**src/rtl/program_loader.sv**
```systemverilog
// program_loader: boot-and-run sequencer for mips_processor.
// Streams a program into instruction memory while the core is held in reset, then runs the
// core until its PC stops changing (halt) or a cycle budget expires, and freezes it for
// inspection.
module program_loader #(
  parameter int unsigned DATA_W      = 32,
  parameter int unsigned ADDR_W      = 10,
  parameter int unsigned CYCLE_W     = 16,
  parameter int unsigned HALT_REPEAT = 4
) (
  input  logic               clk,
  input  logic               reset_n,
  input  logic               s_valid,
  output logic               s_ready,
  input  logic [DATA_W-1:0]  s_data,
  input  logic               s_last,
  output logic               imem_we,
  output logic [ADDR_W-1:0]  imem_addr,
  output logic [DATA_W-1:0]  imem_wdata,
  output logic               core_reset,
  output logic               core_stall,
  input  logic [DATA_W-1:0]  pc,
  input  logic [CYCLE_W-1:0] run_budget,
  input  logic               restart,
  output logic               done,
  output logic               halted,
  output logic               timeout,
  output logic               overflow,
  output logic [CYCLE_W-1:0] cycles,
  output logic [ADDR_W:0]    words_loaded
);

  localparam int unsigned RepW   = $clog2(HALT_REPEAT + 1);
  localparam int unsigned WordsW = ADDR_W + 1;
  localparam int unsigned CntW   = CYCLE_W + 1;

  typedef enum logic [1:0] {StLoad, StRun, StDone} state_e;

  state_e               state_q;
  logic [ADDR_W-1:0]    ptr_q;
  logic [WordsW-1:0]    words_q;
  logic [CYCLE_W-1:0]   cycles_q;
  logic [CYCLE_W-1:0]   budget_q;
  logic [DATA_W-1:0]    prev_pc_q;
  logic [RepW-1:0]      rep_q;
  logic                 first_q;
  logic                 done_q, halted_q, timeout_q, overflow_q;
  logic                 core_reset_q, core_stall_q;

  logic                 accept;
  logic [CYCLE_W-1:0]   cycles_inc;
  logic [RepW-1:0]      rep_next;
  logic                 halt_hit;
  logic                 budget_hit;

  // Load handshake and zero-latency memory write path.
  assign s_ready    = (state_q == StLoad);
  assign accept     = s_valid & s_ready;
  assign imem_we    = accept;
  assign imem_addr  = ptr_q;
  assign imem_wdata = s_data;

  assign core_reset   = core_reset_q;
  assign core_stall   = core_stall_q;
  assign done         = done_q;
  assign halted       = halted_q;
  assign timeout      = timeout_q;
  assign overflow     = overflow_q;
  assign cycles       = cycles_q;
  assign words_loaded = words_q;

  // Run-phase next values: saturating cycle count, PC-repeat tracking, end conditions.
  always_comb begin
    cycles_inc = (cycles_q == '1) ? cycles_q : cycles_q + CYCLE_W'(1);
    // The first RUN cycle compares against a stale PC, so it never counts as a repeat.
    if (first_q || (pc != prev_pc_q)) begin
      rep_next = '0;
    end else begin
      rep_next = rep_q + RepW'(1);
    end
    halt_hit   = (rep_next == RepW'(HALT_REPEAT));
    budget_hit = (budget_q != '0) &&
                 ((CntW'(cycles_q) + CntW'(1)) == CntW'(budget_q));
  end

  // Sequencer FSM with registered status and core-control outputs.
  always_ff @(posedge clk or negedge reset_n) begin
    if (!reset_n) begin
      state_q      <= StLoad;
      ptr_q        <= '0;
      words_q      <= '0;
      cycles_q     <= '0;
      budget_q     <= '0;
      prev_pc_q    <= '0;
      rep_q        <= '0;
      first_q      <= 1'b0;
      done_q       <= 1'b0;
      halted_q     <= 1'b0;
      timeout_q    <= 1'b0;
      overflow_q   <= 1'b0;
      core_reset_q <= 1'b1;
      core_stall_q <= 1'b0;
    end else begin
      case (state_q)
        StLoad: begin
          if (accept) begin
            ptr_q   <= ptr_q + ADDR_W'(1);
            words_q <= words_q + WordsW'(1);
            if (s_last) begin
              state_q      <= StRun;
              budget_q     <= run_budget;
              cycles_q     <= '0;
              rep_q        <= '0;
              first_q      <= 1'b1;
              core_reset_q <= 1'b0;
            end else if (ptr_q == '1) begin
              // Program does not fit: stop here and never release the core.
              state_q      <= StDone;
              overflow_q   <= 1'b1;
              done_q       <= 1'b1;
              core_stall_q <= 1'b1;
            end
          end
        end
        StRun: begin
          cycles_q  <= cycles_inc;
          prev_pc_q <= pc;
          rep_q     <= rep_next;
          first_q   <= 1'b0;
          // Halt takes priority over a simultaneous budget expiry.
          if (halt_hit) begin
            state_q      <= StDone;
            halted_q     <= 1'b1;
            done_q       <= 1'b1;
            core_stall_q <= 1'b1;
          end else if (budget_hit) begin
            state_q      <= StDone;
            timeout_q    <= 1'b1;
            done_q       <= 1'b1;
            core_stall_q <= 1'b1;
          end
        end
        StDone: begin
          if (restart) begin
            state_q      <= StLoad;
            ptr_q        <= '0;
            words_q      <= '0;
            cycles_q     <= '0;
            done_q       <= 1'b0;
            halted_q     <= 1'b0;
            timeout_q    <= 1'b0;
            overflow_q   <= 1'b0;
            core_reset_q <= 1'b1;
            core_stall_q <= 1'b0;
          end
        end
        default: state_q <= StLoad;
      endcase
    end
  end

endmodule
```
**config.mk**
```make
export PLATFORM = sky130hd
export DESIGN_NAME = program_loader
export DESIGN_NICKNAME = d
export VERILOG_FILES = /design/src/rtl/program_loader.sv
export SDC_FILE = /design/constraint.sdc
export NUM_CORES = 1
export LEC_CHECK = 0
export BUFFER_PORTS_ARGS = -buffer_cell sky130_fd_sc_hd__buf_2
export CORE_ASPECT_RATIO = 1.25
export CORE_MARGIN = 3
export CORE_UTILIZATION = 45
export DETAILED_ROUTE_END_ITERATION = 7
export PLACE_DENSITY = 0.75
export SLEW_MARGIN = 10
export SYNTH_ARGS = -nofsm -noshare
export SYNTH_HDL_FRONTEND = slang
export SYNTH_SLANG_ARGS = --single-unit
```
**constraint.sdc**
```tcl
create_clock -name clk -period 2.85 [get_ports clk]
set_clock_uncertainty 0.2 [all_clocks]
set_input_delay 0.57 -clock clk [delete_from_list [all_inputs] [get_ports clk]]
set_output_delay 0.57 -clock clk [all_outputs]
set_load 0.05 [all_outputs]
```
==> results of run 1 <==
==> metal layers <==
layer	GRT usage	part of all wire
met5	0	0
met2	0.332	0.51
met1	0.222	0.41
met3	0.0602	0.063
met4	0.0767	0.024
==> stage by stage <==
step / instances / utilization / total power, W / instance area [µm²] / setup WS, ns
2_1_floorplan: 578 / - / 0.00408 / 5430 / 0.143
6_report: 806 / 0.522 / 0.00583 / 6130 / 0.199
3_5_place_dp: 790 / 0.495 / 0.00455 / 5810 / 0.297
3_3_place_gp: 790 / 0.495 / 0.00445 / 5810 / 0.348
5_1_grt: 806 / 0.522 / 0.00625 / 6130 / 0.0503
4_1_cts: 806 / 0.522 / 0.00588 / 6130 / 0.209
==> power groups by stage <==
stage | Clock [W] | Combinational (W) | Sequential (W)
6_report | 0.00130 | 0.00226 | 0.00227
5_1_grt | 0.00140 | 0.00252 | 0.00234
4_1_cts | 0.00134 | 0.00228 | 0.00227
3_5_place_dp | 0 | 0.00226 | 0.00229
3_3_place_gp | 0 | 0.00219 | 0.00226
2_1_floorplan | 0 | 0.00164 | 0.00244
==> cells in the final DEF, fill, tap and decap left out, drive strengths merged, types with 3 or more instances in the layout <==
cell type | netlist | final
and4 | 6 | 6
nand2 | 130 | 130
clkbuf | 17 | 10
a21oi | 7 | 7
a211oi | 3 | 3
nor3b | 3 | 3
o31ai | 5 | 5
nand4 | 18 | 18
nand3b | 3 | 3
o41ai | 3 | 3
or3 | 3 | 3
o21ai | 31 | 31
buf | 42 | 110
xnor2 | 38 | 38
nor3 | 7 | 7
nor2 | 43 | 43
dfrtp | 95 | 95
a22o | 3 | 3
and3 | 4 | 4
nand3 | 18 | 18
mux2 | 19 | 19
ha | 4 | 4
nand2b | 4 | 4
nor4 | 11 | 11
a21o | 6 | 6
inv | 4 | 6
a31oi | 7 | 7
xor2 | 29 | 29
==> flip-flops by register name, summed over array words and instances (netlist names) <==
name / cells
halted: 1
core_reset: 1
timeout: 1
words_loaded: 11
state_q: 2
imem_addr: 10
rep_q: 3
first_q: 1
core_stall: 1
prev_pc_q: 32
overflow: 1
cycles: 16
budget_q: 16
==> cells by family after synthesis <==
logic type	Yosys count	share of synthesized area
AND/OR/NAND/NOR	256	0.232
XOR/XNOR	67	0.108
adder cells (fa/ha/maj)	4	0.00922
AO/OA/AOI/OAI	71	0.0842
multiplexers	21	0.0431
buffers and inverters	63	0.0805
flip-flops	96	0.443
==> critical path, stage by stage, from the launching register on <==
cell,delay [ns]
dfrtp_1,0.44
ha_1,0.31
nand3_2,0.22
or3_2,0.50
a211oi_1,0.28
and4_2,0.29
nand4_1,0.10
a21o_1,0.20
==> how the worst max path moves through the flow <==
stage                           from                      to  slack (ns)  cells after the start
2_1_floorplan  cycles[0]$_DFFE_PN0P_  state_q[0]$_DFFE_PN0P_        0.14                      7
3_3_place_gp   cycles[0]$_DFFE_PN0P_  state_q[0]$_DFFE_PN0P_        0.35                      7
3_5_place_dp   cycles[0]$_DFFE_PN0P_  state_q[0]$_DFFE_PN0P_        0.30                      7
4_1_cts        cycles[0]$_DFFE_PN0P_  state_q[0]$_DFFE_PN0P_        0.21                      7
5_1_grt        cycles[0]$_DFFE_PN0P_  state_q[0]$_DFFE_PN0P_        0.05                      7
6_report       cycles[0]$_DFFE_PN0P_  state_q[0]$_DFFE_PN0P_        0.20                      7
==> cell type report <==
class                      count  area [µm²]  area share
inverter                       4        15.0     0.00245
clock buffer                  10         229      0.0374
tap                          161         201      0.0329
multi-input combinational    419        2590       0.423
sequential                    96        2400       0.392
timing repair buffer         110         598      0.0976
clock inverter                 6        90.1      0.0147
==> run metrics, run 1 <==
status=finished with violations; failing checks=hold timing; number of synthesized flops with an enable pin=0; Area Overhead vs Synth=12.9%; peak supply drop=0.453 mV; Detailed Routing Iterations Pass 1=5; Seq/Total Area, Yosys=0.443; R2R setup slack=0.20 ns; Final HPWL DP=9260 µm; CP Class=flip-flop to flip-flop; sequential power share=0.389; Die H=129 µm; chip width=104 µm; ys flop type=dfrtp_1; GPL Wtd Cong=0.898; layout cells sized above 1=0.248; NetSw=0.00236 W; Synth area leaders=dfrtp_1, nand2_1, xnor2_1, buf_4, xor2_1; Leakage=2.95 nW; Nets=729; most common cell in the netlist=nand2_1; HP Class=primary input to async pin; area share of the largest cell type after synthesis=0.438; Hold-fix buffers, CTS=0; Max-Cap Viols=0; Tcrit/Tclk final=0.930; relative slew slack=0.660; num ports=162; PortBufs=97; Yosys reg bits=96; syn_area_per_cell=9.39 µm²; post-synth net total=667; core region area=0.0117 mm²; total track usage=0.192; cts bufs inserted=9; worst reg2reg path depth=7; drt drc=0; Vias/cell=5.30; crit path time final=2.65 ns; Worst Tran Pin Value=0.509 ns; initial antenna violation count=0; H-tree depth=3; Synth area leader=dfrtp_1; critical path peak fanout=10; post-synthesis cell count=578; Final Hold Fails=2; CP Data Arrival Time=2.68 ns; R2R Path Start=cycles[0]$_DFFE_PN0P_; RR Endpoint=state_q[0]$_DFFE_PN0P_; Min Hold Slack=-0.00403 ns; vias in the first global route=4383; post-route ant nets=0; clock latency on the worst-skew pair=0.34 ns; Int Pwr=0.00347 W; Rows=44; # clock sinks=96; die area=0.0134 mm²; # Post-CTS Setup Buffers=0; largest net degree at the start of global routing=41; asr flop ratio synth=1.00; Initial Util=0.463; CTS clk-pin slew, worst paths=0.07 ns; Switching Share=0.405; Cell Area, Synth=0.00543 mm²; Post-Route Setup TNS=0 ns; crit end category=flip-flop; gr ovfl total=0; PostCTS Resize Cnt=0; Final Max Slew Viols=0; most frequent cells after synthesis=nand2_1, dfrtp_1, nor2_1; maximum buffer depth of the clock tree=2; RSZ-0062 raised after global routing=false; Startpoint Class=flip-flop; 1st-iter DRT viols=233; Post-Route WL=12300 µm; Vias=4275; TritonCTS clock tree=done; Clock power frac=0.224; Setup Viol. Count Final=0; power density over the cells=951 mW/mm²; YS warnings=0; wire length per cell=15.2 µm; first-pass GRT wire length=20900 µm; synth unique cells=53; Ant. Diodes=0; Clk Tree Root Cell=clkbuf_16; FMAX=377 MHz; Fill cells=1074; combinational group share of total power=0.387; critical path required time=2.88 ns
No activity file was read; power rests on OpenSTA's default activity.
==> inputs of run 2 (changes only) <==
CORE_ASPECT_RATIO = 0.8   (was 1.25)
SLEW_MARGIN = default   (was 10)
==> run 2 against run 1 <==
The flow now finishes without violations. Clock power shrank 7%. Sequential cell count unchanged. Register-to-register slack improved by 0.07 ns. Setup slack improved by 0.068 ns. Combinational power barely moved. Global-route usage increased by 0.16 points.
==> run metrics, run 2 (synthesis results as in run 1) <==
Setup Viol. Count Final=0 (unchanged); Tcrit/Tclk final=0.906 (-0.0239); NetSw=0.00234 W (-0.90%); Placed Area=0.00579 mm² (-0.32%); Post-Route WL=12400 µm (+1.5%); Die H=104 µm (-19%); Max-Cap Viols=0 (unchanged); crit end category=flip-flop; PostCTS Resize Cnt=0 (unchanged); Hold-fix buffers, CTS=0 (unchanged); RR Endpoint=state_q[0]$_DFFE_PN0P_; largest net degree at the start of global routing=56 (+37%); vias in the first global route=4215 (-3.8%); Switching Share=0.408 (+0.00349); clock latency on the worst-skew pair=0.34 ns (about the same); R2R Path Start=cycles[0]$_DFFE_PN0P_; Buffers & Inverters on Critical Path=0 (unchanged); Setup crit end=state_q[0]$_DFFE_PN0P_; Final Max Slew Viols=0 (unchanged); # clock sinks=96 (unchanged); Leakage=2.94 nW (-0.25%); CP Data Arrival Time=2.61 ns (-0.07 ns); Largest register FFs=32 (unchanged); first-pass GRT wire length=21100 µm (+0.93%); layout cells sized above 1=0.251 (+0.00310); critical path peak fanout=10 (unchanged); fin area=0.00608 mm² (-0.69%); critical path required time=2.88 ns (about the same); CP delay by family, top=simple AND/OR/NAND/NOR gates; peak supply drop=0.552 mV (+22%); wire length per cell=15.7 µm (+3.1%); post-route ant nets=0 (unchanged); Stages on worst setup path=7 (unchanged); num ports=162 (unchanged); relative slew slack=0.516 (-0.145); status=finished clean; Startpoint Class=flip-flop; Vias=4360 (+2.0%); RSZ-0062 raised after global routing=false; total track usage=0.193 (+0.00162); CP Class=flip-flop to flip-flop; Vias/cell=5.50 (+3.7%); HP Class=primary input to async pin; Post-Route Setup TNS=0 ns (unchanged); Int Pwr=0.00339 W (-2.3%); initial antenna violation count=0 (unchanged); drt drc=0 (unchanged); crit path max-delay cell type=or3_2; 1st-iter DRT viols=335 (+44%); most frequent cells in the layout=nand2_1, buf_2, dfrtp_1, nor2_1, xnor2_1; cts bufs inserted=9 (unchanged); Area Overhead vs Synth=12.1%; worst reg2reg path depth=7 (unchanged); Final Hold Fails=0 (-2); most common cell after layout, fill and taps aside=nand2_1; Clk Tree Root Cell=clkbuf_16; power density over the cells=941 mW/mm² (-1.1%); crit path time final=2.58 ns (-0.0682 ns); Largest Register=prev_pc_q; R2R setup slack=0.27 ns (+0.07 ns); CTS clk-pin slew, worst paths=0.07 ns (about the same); Final HPWL DP=9330 µm (+0.79%); chip width=129 µm (+24%); Nets=730 (+0.14%); H-tree depth=3 (unchanged); maximum buffer depth of the clock tree=2 (unchanged); critical-path cell list=ha_1 -> nand3_2 -> or3_2 -> a211oi_1 -> and4_2 -> nand4_1 -> a21o_1; gr ovfl total=0 (unchanged); core region area=0.0116 mm² (-0.66%); sequential power share=0.394 (+0.005); Rows=35 (-20%); Detailed Routing Iterations Pass 1=5 (unchanged); Worst Tran Pin Value=0.726 ns (+0.217 ns); die area=0.0134 mm² (unchanged); combinational group share of total power=0.395 (+0.008); crit-path max cell delay=0.50 ns (about the same); Initial Util=0.466 (+0.00308); crit path from=cycles[0]$_DFFE_PN0P_; Ant. Diodes=0 (unchanged); Clock power frac=0.211 (-0.013); Min Hold Slack=0.0826 ns (+0.0866 ns); FMAX=387 MHz (+2.6%); TritonCTS clock tree=done; GPL Wtd Cong=0.854 (-4.9%); # Post-CTS Setup Buffers=0 (unchanged); PortBufs=97 (unchanged)
## run 2: worst min-delay path by stage
stage / to / slack (ns) / cells after the start
2_1_floorplan: budget_q[0]$_DFFE_PN0P_ / 0.07 / 0
3_3_place_gp: core_reset$_DFFE_PN1P_ / 0.27 / 2
3_5_place_dp: halted$_DFFE_PN0P_ / 0.27 / 2
4_1_cts: budget_q[6]$_DFFE_PN0P_ / 0.11 / 1
5_1_grt: budget_q[6]$_DFFE_PN0P_ / 0.14 / 1
6_report: budget_q[5]$_DFFE_PN0P_ / 0.08 / 1
## run 2: final cells by class
type / instances / area, µm²
fillers: 1081 / 5570
multi-input cells: 419 / 2590
flip-flops and latches: 96 / 2400
repair buffers: 111 / 593
clock buffers: 10 / 239
well taps: 148 / 185
clock inverters: 5 / 56.3
inverters: 4 / 15.0
## run 2: per-layer routing
layer	part of all wire	GRT usage	vias up
met2	0.45	0.287	165
met1	0.45	0.272	2106
li1	-	-	2067
met5	0	0	-
met3	0.085	0.0611	22
met4	0.014	0.0540	0
## run 2: through the flow
stage | worst slack (ns) | cells | utilization | power [W]
final | 0.268 | 793 | 0.522 | 0.00573
after global routing | 0.0871 | 793 | 0.522 | 0.00613
after CTS | 0.280 | 793 | 0.522 | 0.00577
after detailed placement | 0.283 | 778 | 0.497 | 0.00455
after global placement | 0.344 | 778 | 0.497 | 0.00445
after floorplan | 0.143 | 578 | - | 0.00408
## run 2: power by group through the flow
stage | combinational [W] | sequential [W] | clock (W)
global route | 0.00250 | 0.00233 | 0.00130
CTS | 0.00228 | 0.00226 | 0.00124
global placement | 0.00220 | 0.00225 | 0
detailed placement | 0.00227 | 0.00228 | 0
finish | 0.00226 | 0.00226 | 0.00121
floorplan | 0.00164 | 0.00244 | 0
